--- config.mk ---
export PLATFORM = sky130hd
export DESIGN_NAME = trigger_conditioner_flat
export DESIGN_NICKNAME = d
export VERILOG_FILES = /design/src/rtl/trigger_conditioner_if.sv /design/src/rtl/trigger_conditioner.sv /design/src/flat_wrapper.sv
export SDC_FILE = /design/constraint.sdc
export NUM_CORES = 1
export LEC_CHECK = 0
export ABC_CLOCK_PERIOD_IN_PS = 3100
export CORE_UTILIZATION = 59
export CTS_BUF_LIST = sky130_fd_sc_hd__clkbuf_16
export DETAILED_ROUTE_END_ITERATION = 8
export HOLD_SLACK_MARGIN = 0.08
export PLACE_DENSITY = 0.8
export SLEW_MARGIN = 25
export SYNTH_ARGS = -nofsm -noshare
export SYNTH_HDL_FRONTEND = slang
export SYNTH_SLANG_ARGS = --single-unit
--- constraint.sdc ---
create_clock -name clk -period 3.1 [get_ports clk]
set_clock_uncertainty 0.15 [all_clocks]
set_input_delay 0.93 -clock clk [delete_from_list [all_inputs] [get_ports clk]]
set_output_delay 0.93 -clock clk [all_outputs]
set_load 0.02 [all_outputs]
--- src/rtl/trigger_conditioner_if.sv ---
// Trigger conditioner bus: control and raw trigger in, conditioned pulse and status out.
interface trigger_conditioner_if #(
  parameter int unsigned CNT_W = 16
);
  logic             ext_trig;
  logic [1:0]       mode;
  logic             enable;
  logic             cnt_clr;
  logic             pulse;
  logic             trig_src;
  logic             trig_lost;
  logic [CNT_W-1:0] trig_count;

  modport master (
    output ext_trig, mode, enable, cnt_clr,
    input  pulse, trig_src, trig_lost, trig_count
  );

  modport slave (
    input  ext_trig, mode, enable, cnt_clr,
    output pulse, trig_src, trig_lost, trig_count
  );
endinterface

--- src/rtl/trigger_conditioner.sv ---
// Trigger front end: sync, glitch filter and holdoff on the external trigger, internal period
// generator with auto-mode fallback; emits one-cycle pulses and counts them.
module trigger_conditioner #(
  parameter int unsigned FILT_LEN   = 3,
  parameter int unsigned HOLDOFF    = 1000,
  parameter int unsigned INT_PERIOD = 6250,
  parameter int unsigned TIMEOUT    = 12500,
  parameter int unsigned CNT_W      = 16
) (
  input logic                  clk,
  input logic                  rst_n,
  trigger_conditioner_if.slave bus
);
  localparam int unsigned FW = (FILT_LEN > 1) ? $clog2(FILT_LEN) : 1;
  localparam int unsigned HW = $clog2(HOLDOFF + 1);
  localparam int unsigned PW = (INT_PERIOD > 1) ? $clog2(INT_PERIOD) : 1;
  localparam int unsigned TW = (TIMEOUT > 1) ? $clog2(TIMEOUT) : 1;

  localparam logic [1:0] ModeInt  = 2'b01;
  localparam logic [1:0] ModeAuto = 2'b10;
  localparam logic [1:0] ModeOff  = 2'b11;

  typedef enum logic [1:0] {StIdle, StRunExt, StRunInt, StFallback} state_e;

  state_e           state_q;
  logic [1:0]       run_mode_q;
  logic             sync1_q, sync2_q, filt_q;
  logic [FW-1:0]    filt_cnt_q;
  logic [HW-1:0]    hold_q;
  logic [PW-1:0]    per_q;
  logic [TW-1:0]    to_q;
  logic             pulse_q, src_q, lost_q;
  logic [CNT_W-1:0] count_q;

  logic filt_flip, ext_rise, ext_ok, int_tc, leave, fire, fire_int;

  // The filtered level flips on the FILT_LEN-th consecutive differing sample.
  assign filt_flip = (sync2_q != filt_q) && (filt_cnt_q == FW'(FILT_LEN - 1));
  assign ext_rise  = filt_flip && sync2_q;
  assign ext_ok    = ext_rise && (hold_q == '0);
  assign int_tc    = (per_q == PW'(INT_PERIOD - 1));
  assign leave     = !bus.enable || (bus.mode != run_mode_q);

  always_ff @(posedge clk or negedge rst_n) begin
    if (!rst_n) begin
      sync1_q    <= 1'b0;
      sync2_q    <= 1'b0;
      filt_q     <= 1'b1;
      filt_cnt_q <= '0;
    end else begin
      sync1_q <= bus.ext_trig;
      sync2_q <= sync1_q;
      if (sync2_q == filt_q || filt_flip) filt_cnt_q <= '0;
      else                                filt_cnt_q <= filt_cnt_q + FW'(1);
      if (filt_flip) filt_q <= sync2_q;
    end
  end

  always_comb begin
    fire     = 1'b0;
    fire_int = 1'b0;
    if (!leave) begin
      unique case (state_q)
        StRunExt:   fire = ext_ok;
        StRunInt:   begin fire = int_tc; fire_int = 1'b1; end
        // A coincident external edge wins and is reported as external.
        StFallback: begin fire = ext_ok || int_tc; fire_int = !ext_ok; end
        default:    ;
      endcase
    end
  end

  always_ff @(posedge clk or negedge rst_n) begin
    if (!rst_n) begin
      state_q    <= StIdle;
      run_mode_q <= 2'b00;
      hold_q     <= '0;
      per_q      <= '0;
      to_q       <= '0;
      pulse_q    <= 1'b0;
      src_q      <= 1'b0;
      lost_q     <= 1'b0;
      count_q    <= '0;
    end else begin
      pulse_q <= fire;
      if (fire) src_q <= fire_int;
      if (bus.cnt_clr) count_q <= '0;
      else if (fire)   count_q <= count_q + CNT_W'(1);
      if (hold_q != '0) hold_q <= hold_q - HW'(1);

      if (state_q == StIdle || leave) begin
        hold_q <= '0;
        per_q  <= '0;
        to_q   <= '0;
        lost_q <= 1'b0;
        if (state_q != StIdle) begin
          state_q <= StIdle;
        end else if (bus.enable && bus.mode != ModeOff) begin
          run_mode_q <= bus.mode;
          state_q    <= (bus.mode == ModeInt) ? StRunInt : StRunExt;
        end
      end else begin
        unique case (state_q)
          StRunExt: begin
            if (ext_ok) begin
              hold_q <= HW'(HOLDOFF);
              to_q   <= '0;
            end else if (run_mode_q == ModeAuto) begin
              if (to_q == TW'(TIMEOUT - 1)) begin
                state_q <= StFallback;
                lost_q  <= 1'b1;
                per_q   <= '0;
                to_q    <= '0;
              end else begin
                to_q <= to_q + TW'(1);
              end
            end
          end
          StRunInt: per_q <= int_tc ? '0 : per_q + PW'(1);
          StFallback: begin
            if (ext_ok) begin
              state_q <= StRunExt;
              lost_q  <= 1'b0;
              to_q    <= '0;
              hold_q  <= HW'(HOLDOFF);
            end else begin
              per_q <= int_tc ? '0 : per_q + PW'(1);
            end
          end
          default: state_q <= StIdle;
        endcase
      end
    end
  end

  assign bus.pulse      = pulse_q;
  assign bus.trig_src   = src_q;
  assign bus.trig_lost  = lost_q;
  assign bus.trig_count = count_q;
endmodule

--- src/flat_wrapper.sv ---
// flat-port wrapper written by rule: the top's interface ports become plain ports
module trigger_conditioner_flat 
#(
  parameter int unsigned FILT_LEN   = 3,
  parameter int unsigned HOLDOFF    = 1000,
  parameter int unsigned INT_PERIOD = 6250,
  parameter int unsigned TIMEOUT    = 12500,
  parameter int unsigned CNT_W      = 16
)
  (clk, rst_n, bus_ext_trig, bus_mode, bus_enable, bus_cnt_clr, bus_pulse, bus_trig_src, bus_trig_lost, bus_trig_count);
  trigger_conditioner_if #(.CNT_W(CNT_W)) bus_i ();
  input logic clk;
  input logic rst_n;
  input wire logic [$bits(bus_i.ext_trig)-1:0] bus_ext_trig;
  input wire logic [$bits(bus_i.mode)-1:0] bus_mode;
  input wire logic [$bits(bus_i.enable)-1:0] bus_enable;
  input wire logic [$bits(bus_i.cnt_clr)-1:0] bus_cnt_clr;
  output wire logic [$bits(bus_i.pulse)-1:0] bus_pulse;
  output wire logic [$bits(bus_i.trig_src)-1:0] bus_trig_src;
  output wire logic [$bits(bus_i.trig_lost)-1:0] bus_trig_lost;
  output wire logic [$bits(bus_i.trig_count)-1:0] bus_trig_count;
  assign bus_i.ext_trig = bus_ext_trig;
  assign bus_i.mode = bus_mode;
  assign bus_i.enable = bus_enable;
  assign bus_i.cnt_clr = bus_cnt_clr;
  assign bus_pulse = bus_i.pulse;
  assign bus_trig_src = bus_i.trig_src;
  assign bus_trig_lost = bus_i.trig_lost;
  assign bus_trig_count = bus_i.trig_count;
  trigger_conditioner #(.FILT_LEN(FILT_LEN), .HOLDOFF(HOLDOFF), .INT_PERIOD(INT_PERIOD), .TIMEOUT(TIMEOUT), .CNT_W(CNT_W)) u_core (.clk(clk), .rst_n(rst_n), .bus(bus_i));
endmodule
==> impl_metrics.yaml, run 1 <==
synth:
  yosysSeqAreaShare_pct: 43.88
  ys_types: 58
  ys_ff_latch: 65
  yosysWarnings: 0
  netlist.area_leader.share_pct: 43.17
  synth-edff-count: 0
  syn_inst: 402
  synth_nets: 416
  ys_async_sr_fraction_pct: 100.0
  synth_area_per_cell_um2: 9.228
  yosys-top-cells-area: "dfrtp_1, o31ai_1, a21oi_1"
  synth_top_area_cell: "dfrtp_1"
  synth_area_mm2: 0.003710
  synthFlopType: "dfrtp_1"
hold_path:
  holdCritPathClass: "reg -> reg"
  hold_depth: 0
worst_setup_path:
  cp.arrival_ns: 3.05
  path_max_fanout: 16
  crit_path_end_kind: "flip-flop"
  worst_setup_path_start_kind: "flip-flop"
  critical_path_class: "reg -> reg"
  critPathRequiredTime_ns: 3.20
  reg2reg_depth: 8
floorplan:
  initial_core_util_pct: 61.93
  dieWidth_um: 81.30
  die_h_um: 81.30
  coreArea_mm2: 0.005991
  dieArea_mm2: 0.006609
  rows: 28
  ios: 26
sta:
  max_freq_mhz: 338.6
  period_share_pct: 95.27
  setup-tns-final_ns: 0
  tightest_slew_ns: 0.6459
  post-route-min-period_ns: 2.953
  hold_viol: 0
  fin_hold_ws_ns: 0.2005
  setup_viol_count_final: 0
  slew_headroom_pct: 56.94
  rsz0062_at_grt: "no"
  slew_viol_final: 0
global_route:
  track_usage_pct: 28.83
  grt_max_degree: 66
  grt_pass1_vias: 3207
  grt_antenna_before_repair: 0
  grt-ovfl-total: 0
  grt_pass1_wl_um: 14660
detailed_routing:
  wire_per_inst_um: 16.73
  vias: 3412
  ant_nets: 0
  dr.pass1.iters: 5
  finalWirelength_um: 8802
  drt_iter0_drc: 233
  drc: 0
  vias_per_cell: 6.487
pwr:
  power_w: 0.002448
  power.density_mw_per_mm2: 543.8
  p_leak_nw: 1.848
  vdd.ir_drop.worst_mv: 0.4112
clock_tree:
  h-tree-depth: 3
  clkLatencyLatePin_ns: 0.33
  cts_made_buffers: 9
  cts.sinks: 65
  cts_root_buf: "clkbuf_16"
  post_cts_resized: 0
  clk_path_buf_depth: 2
  cts_setup_buffers: 0
  cts_tree: "built"
  clkTransAtPathRegs_ns: 0.06
  hold_buffers: 0
placement:
  io_buffers: 25
  routabilityCongestion: 0.8462
  dpl_cell_area_mm2: 0.004180
  hpwl_um: 5926
layout:
  drive_gt1_share_pct: 12.20
  final_area_mm2: 0.004501
  nets: 460
  utilization_pct: 75.13
  final_common_cell: "dfrtp_1"
  area_growth_pct: 21.32
  antennaDiodeCount: 0
  final_cell_mix: "dfrtp_1, nor2_1, o31ai_1"
outcome:
  outcome: "finished clean"
run:
  cap_violations: 0
## cell families after synthesis
kind of cell / after synthesis / synth area share (%)
AO/OA/AOI/OAI: 104 / 18.52
XOR/XNOR: 13 / 3.069
adder cells (fa/ha/maj): 7 / 2.361
buffers and inverters: 33 / 3.575
flip-flops: 65 / 43.88
multiplexers: 2 / 0.6070
AND/OR/NAND/NOR: 178 / 27.99
## where the power goes
| part | internal (W) | switching, W | leakage (nW) |
|---|---|---|---|
| logic | 0.000164 | 0.000239 | 0.800 |
| clock network | 0.000703 | 0.000382 | 0.155 |
| registers | 0.000898 | 0.0000610 | 0.892 |
## cell usage after synthesis, types with 7 or more instances
master and count:
nor2_1 33, dfrtp_1 64, nand2_1 25, nand4_1 13, nand2b_1 9, nand3_1 18, or3_1 9, a21oi_1 28
xnor2_1 7, o31ai_1 30, ha_1 7, nor4_1 7, inv_1 15, or4_1 17, nor3_1 15, clkbuf_1 14
o21ai_0 17
## per-stage QoR
step / instances / setup slack, ns
after floorplan: 402 / 0.3635
after global placement: 510 / 0.01451
after detailed placement: 510 / -0.1004
after CTS: 526 / 0.1523
after global routing: 526 / 0.02983
final: 526 / 0.1466
## state kept, by name (all words and copies together), names as in the netlist
register               cells
u_core.bus.trig_count     16
u_core.to_q               14
u_core.per_q              13
u_core.hold_q             10
u_core.filt_cnt_q          2
u_core.run_mode_q          2
u_core.state_q             2
u_core.bus.pulse           1
u_core.bus.trig_lost       1
u_core.bus.trig_src        1
u_core.filt_q              1
u_core.sync1_q             1
u_core.sync2_q             1
## layout make-up
type / instances / area [um2]
clock buffer: 9 / 225.2
clock inverter: 7 / 95.09
fill: 424 / 1490
inverter: 15 / 56.30
multi-input combinational: 304 / 1949
sequential: 65 / 1628
tap: 75 / 93.84
timing repair buffer: 51 / 452.9
## critical path, cell delays in order (launching register included)
cell and delay [ns]:
dfrtp_1 0.42, inv_1 0.10, ha_1 0.20, or3b_2 0.53, nor4_4 0.41, a32oi_2 0.15, buf_4 0.23, or4_1 0.51
a21oi_1 0.16
## worst paths after layout
check                            startpoint                        to  slack [ns]
max in group asynchronous             rst_n             u_core.filt_q        2.03
setup / recovery           u_core.hold_q[0]  u_core.bus.trig_count[7]        0.15
min in group asynchronous             rst_n  u_core.bus.trig_count[4]        0.46
hold reg to reg              u_core.sync1_q            u_core.sync2_q        0.20
setup reg to reg           u_core.hold_q[0]  u_core.bus.trig_count[7]        0.15
hold / removal               u_core.sync1_q            u_core.sync2_q        0.20
## layer usage
layer,up-vias,wire (um),GRT usage [%],part of all wire (%)
li1,1617,-,-,-
met1,1634,3856,37.60,44
met2,145,4276,46.58,49
met3,16,544,6.854,6.2
met4,0,124,10.00,1.4
met5,-,0,0,0
Power figures use the tool's default switching activity.
==> inputs of run 2 (changes only) <==
Settings changed: ABC_CLOCK_PERIOD_IN_PS 3100 to 2500, CAP_MARGIN set to 20, CORE_UTILIZATION 59 to 53, PLACE_DENSITY 0.8 to 0.76.
Clock period 3.1 ns to 2.5 ns, I/O delays scaled along.
==> run 2 against run 1 <==
  * The run now ends with negative setup slack left
  * Largest cell class unchanged
  * Sequential power is 24% higher
  * Critical path depth is 1 higher
  * Final cell count is 14% higher
  * Largest power group is now sequential cells
  * Sequential share of layout area is 4.9 points lower
  * Utilization is 1.5 points higher
  * Final area is 16% higher
  * First-iteration DRC count is 5.6% lower
==> impl_metrics.yaml, run 2 (same netlist as run 1, synthesis figures left out) <==
outcome:
  outcome: "finished with violations"
  violations: "negative setup slack"
sta:
  fin_hold_ws_ns: 0.2130
  hold_viol: 0
  slew_headroom_pct: 65.74
  setup_slack_ns: -0.07866
  setup_viol_count_final: 9
  period_share_pct: 103.1
  slew_viol_final: 0
  rsz0062_at_grt: "yes"
  max_freq_mhz: 387.8
  tightest_slew_ns: 0.5099
  post-route-min-period_ns: 2.579
worst_setup_path:
  slowest_stage: "or4_1"
  worst_setup_path_start_kind: "flip-flop"
  crit_path_end_kind: "flip-flop"
  cpPeakStageDelay_ns: 0.48
  critPathRequiredTime_ns: 2.61
  cp.arrival_ns: 2.68
  cp_cell_sequence: "inv_2 > ha_4 > or3b_4 > nor4_4 > buf_4 > a32oi_4 > buf_12 > or4_1 > a21oi_2"
  path_max_fanout: 5
  crit_family: "simple AND/OR/NAND/NOR gates"
  path_buf_inv: 3
  critical_path_class: "reg -> reg"
pwr:
  power.density_mw_per_mm2: 591.2
  vdd.ir_drop.worst_mv: 0.4674
  power_w: 0.003079
  p_leak_nw: 2.221
global_route:
  grt_max_degree: 66
  grt_pass1_vias: 3507
  grt_antenna_before_repair: 0
  track_usage_pct: 28.79
  grt_pass1_wl_um: 16560
  grt-ovfl-total: 0
placement:
  pre_cts_ws_ns: -0.5268
  io_buffers: 25
  routabilityCongestion: 0.8635
  hpwl_um: 6394
  dp.cells: 567
detailed_routing:
  top_layer: "met4"
  vias_per_cell: 6.229
  dr.pass1.iters: 5
  dr_wl_met3_um: 584
  vias: 3750
  finalWirelength_um: 10430
  drt_iter0_drc: 220
  ant_nets: 0
  met1_length_um: 4328
  routed-wl-met2_um: 5196
  drc: 0
  wire_per_inst_um: 17.32
layout:
  largest_reg_flops: 16
  antennaDiodeCount: 0
  regArea_mm2: 0.001628
  final_cell_mix: "buf_4, dfrtp_1, nor2_1"
  drive_gt1_share_pct: 27.87
  final_common_cell: "buf_4"
  instances_no_fill: 602
  multi_input_area_mm2: 0.002158
  area_growth_pct: 40.37
  nets: 516
  fill_cells: 441
clock_tree:
  clk_path_buf_depth: 2
  clkTransAtPathRegs_ns: 0.05
  cts_made_buffers: 9
  cts.sinks: 65
  cts_tree: "built"
  h-tree-depth: 3
  hold_buffers: 0
  cts_root_buf: "clkbuf_16"
  clkLatencyLatePin_ns: 0.33
floorplan:
  initial_core_util_pct: 54.60
  rows: 30
  dieArea_mm2: 0.007338
  ios: 26
  coreArea_mm2: 0.006794
  die_h_um: 85.67
  dieWidth_um: 85.67
hold_path:
  holdCritPathClass: "reg -> reg"
run:
  cap_violations: 0
-- run 2: changes by cell type in the layout (fill, tap and decap cells not counted), sizes merged, moves of 2 or more --
cell and change:
clkbuf +2, clkdlybuf4s50 -3, buf +54, dlygate4sd2 +2
-- run 2: metrics by stage --
| step | util [%] | TNS (ns) | cell area, um2 |
|---|---|---|---|
| 6_report | 76.65 | -0.4577 | 5207 |
| 5_1_grt | 76.65 | -1.447 | 5207 |
| 4_1_cts | 74.59 | -0.3445 | 5067 |
| 3_5_place_dp | 66.92 | -15.74 | 4547 |
| 3_3_place_gp | 66.92 | -11.99 | 4547 |
| 2_1_floorplan | - | -0.008768 | 3742 |
-- run 2: where the power goes --
part | switching, W | internal [W] | leakage [nW]
clock | 0.000437 | 0.000751 | 0.141
sequential | 0.0000813 | 0.00111 | 0.892
combinational | 0.000375 | 0.000321 | 1.19
-- run 2: final timing paths --
kind	startpoint	end	slack [ns]	depth (start not counted)
max	u_core.hold_q[0]	u_core.bus.trig_count[9]	-0.08	9
min	u_core.sync1_q	u_core.sync2_q	0.21	0
max reg2reg	u_core.hold_q[0]	u_core.bus.trig_count[9]	-0.08	9
min reg2reg	u_core.sync1_q	u_core.sync2_q	0.21	0
max in group asynchronous	rst_n	u_core.filt_q	1.59	2
min in group asynchronous	rst_n	u_core.bus.trig_count[4]	0.27	2
-- run 2: layout make-up --
| cell class | instances | area share (%) |
|---|---|---|
| multi-input combinational | 304 | 41.45 |
| sequential | 65 | 31.26 |
| inverter | 15 | 1.081 |
| clock buffer | 9 | 4.325 |
| clock inverter | 6 | 0.9851 |
| tap | 96 | 2.307 |
| timing repair buffer | 107 | 18.60 |
-- run 2: routing by layer --
metal | vias to the layer above | GRT usage (%)
met5 | - | 0
met4 | 0 | 12.12
met3 | 44 | 6.160
met2 | 151 | 48.22
met1 | 1835 | 36.26
li1 | 1720 | -
-- run 2: what timing repair did --
action                     in CTS  in global routing
hold endpoints to repair        0                  0
cloned                          2                  0
setup endpoints to repair      25                 31
resized for setup              18                 35
pin swaps                      30                 11
buffers inserted               16                  2
==> inputs of run 3 (changes only) <==
Settings changed: ABC_CLOCK_PERIOD_IN_PS 2500 to 2400, CELL_PAD_IN_SITES_DETAIL_PLACEMENT set to 1, CELL_PAD_IN_SITES_GLOBAL_PLACEMENT set to 2, CORE_UTILIZATION 53 to 37, MAX_ROUTING_LAYER set to met4, PLACE_DENSITY 0.76 to unset, PLACE_DENSITY_LB_ADDON set to 0.1.
Clock period 2.5 ns to 2.4 ns, I/O delays scaled along.
==> run 3 against run 2 <==
  * The run still ends with negative setup slack left
  * Utilization down 17 points
  * Non-clock buffer count up 15
  * Flip-flop and latch count unchanged
  * Die area up 42%
  * Global-route usage down 2.8 points
  * Critical path depth down 1
  * Fmax down 1.5%
  * Highest routed layer unchanged
==> impl_metrics.yaml, run 3 (same netlist as run 1, synthesis figures left out) <==
sta:
  hold_viol: 0
  tightest_slew_ns: 0.6120
  period_share_pct: 109.1
  slew_headroom_pct: 59.08
  post-route-min-period_ns: 2.618
  max_freq_mhz: 382.0
  slew_viol_final: 0
  setup_viol_count_final: 36
  fin_hold_ws_ns: 0.2062
  rsz0062_at_grt: "yes"
  setup_slack_ns: -0.2177
clock_tree:
  clkTransAtPathRegs_ns: 0.06
  cts_tree: "built"
  cts.sinks: 65
  h-tree-depth: 3
  clkLatencyLatePin_ns: 0.34
  clk_path_buf_depth: 2
  hold_buffers: 0
  cts_root_buf: "clkbuf_16"
  cts_made_buffers: 9
floorplan:
  die_h_um: 102.1
  coreArea_mm2: 0.009729
  dieWidth_um: 102.1
  initial_core_util_pct: 38.13
  ios: 26
  rows: 36
  dieArea_mm2: 0.01043
worst_setup_path:
  reg2reg_setup_slack_ns: -0.22
  critical_path_class: "reg -> reg"
  r2r_end: "u_core.to_q[9]"
  reg2reg_depth: 8
  critPathRequiredTime_ns: 2.51
  endpoint: "u_core.to_q[9]"
  path_max_fanout: 4
  cp.arrival_ns: 2.73
  worst_setup_path_start_kind: "flip-flop"
  crit_path_end_kind: "flip-flop"
  startpoint: "u_core.hold_q[1]"
  worstReg2RegStart: "u_core.hold_q[1]"
detailed_routing:
  drc: 0
  vias_per_cell: 5.790
  dr.pass1.iters: 4
  ant_nets: 0
  wire_per_inst_um: 19.54
  vias: 3798
  drt_iter0_drc: 139
  finalWirelength_um: 12820
outcome:
  violations: "negative setup slack"
  outcome: "finished with violations"
layout:
  regArea_mm2: 0.001628
  antennaDiodeCount: 0
  nets: 532
  final_common_cell: "buf_4"
  final_cell_mix: "buf_4, dfrtp_1, nor2_1"
  drive_gt1_share_pct: 40.92
  area_growth_pct: 55.62
  largest_reg_flops: 16
  multi_input_area_mm2: 0.002535
  fill_cells: 1086
  final_area_mm2: 0.005773
placement:
  io_buffers: 25
  routabilityCongestion: 0.8362
  dpl_cell_area_mm2: 0.004648
  pre_cts_ws_ns: -0.5567
  hpwl_um: 7820
pwr:
  vdd.ir_drop.worst_mv: 0.2848
  power_w: 0.003369
  power.density_mw_per_mm2: 583.5
  p_leak_nw: 2.309
global_route:
  grt_antenna_before_repair: 0
  grt_pass1_wl_um: 19840
  grt_pass1_vias: 3912
  grt-ovfl-total: 0
  track_usage_pct: 25.96
  grt_max_degree: 66
run:
  cap_violations: 0
hold_path:
  holdCritPathClass: "reg -> reg"
==> run 3: cell types whose count changed in the layout (fill, tap and decap cells not counted), sizes merged <==
cell | previous run | this run
buf | 81 | 96
clkdlybuf4s50 | 21 | 22
inv | 16 | 15
or3 | 9 | 10
dlymetal6s2s | 1 | 0
clkinv | 4 | 6
==> run 3: repair_timing <==
action                     4_1_cts  5_1_grt
resized for setup               62       78
gates cloned                     4        0
pin swaps                       31       39
setup endpoints to repair       42       48
setup buffers                   16       12
==> run 3: worst max-delay path: stages (launching register included) <==
cell	delay (ns)
dfrtp_1	0.39
inv_2	0.09
ha_4	0.14
or3b_4	0.41
nor4_4	0.44
nor3_2	0.12
buf_4	0.17
or4_4	0.48
a31oi_1	0.15
==> run 3: power breakdown <==
group,switching [W],internal [W]
registers,0.0000706,0.00116
logic,0.000469,0.000358
clock network,0.000519,0.000793
total,0.00106,0.00231
==> run 3: cell type report <==
cell class | instances | share of cell area [%]
clock buffers | 9 | 3.901
clock inverters | 7 | 1.062
flip-flops and latches | 65 | 28.20
inverters | 15 | 0.9753
repair buffers | 122 | 19.07
multi-input cells | 305 | 43.91
well taps | 133 | 2.883
==> run 3: worst min-delay path by stage <==
stage / from / to / slack, ns / cells after the start
final: u_core.sync1_q / u_core.sync2_q / 0.21 / 0
after global routing: u_core.sync1_q / u_core.sync2_q / 0.22 / 0
after detailed placement: u_core.sync1_q / u_core.sync2_q / 0.19 / 0
after CTS: u_core.sync1_q / u_core.sync2_q / 0.21 / 0
after global placement: u_core.sync1_q / u_core.sync2_q / 0.19 / 0
after floorplan: u_core.sync1_q / u_core.sync2_q / 0.18 / 0
==> run 3: through the flow <==
| step | TNS, ns | instances | util [%] |
|---|---|---|---|
| detailed placement | -20.37 | 614 | 47.78 |
| floorplan | -0.1085 | 402 | - |
| CTS | -3.458 | 649 | 55.44 |
| finish | -3.438 | 656 | 59.34 |
| global placement | -17.15 | 614 | 47.78 |
| global route | -7.296 | 656 | 59.34 |
==> run 3: per-layer routing <==
layer  up-vias  wire [um]  track usage (%)  share of wire, %
met4         0        270            12.53               2.1
met2        69       6591            42.33                51
met3        20        346            3.830               2.7
met5         -          0                -                 0
met1      1938       5609            31.50                44
li1       1771          -                -                 -
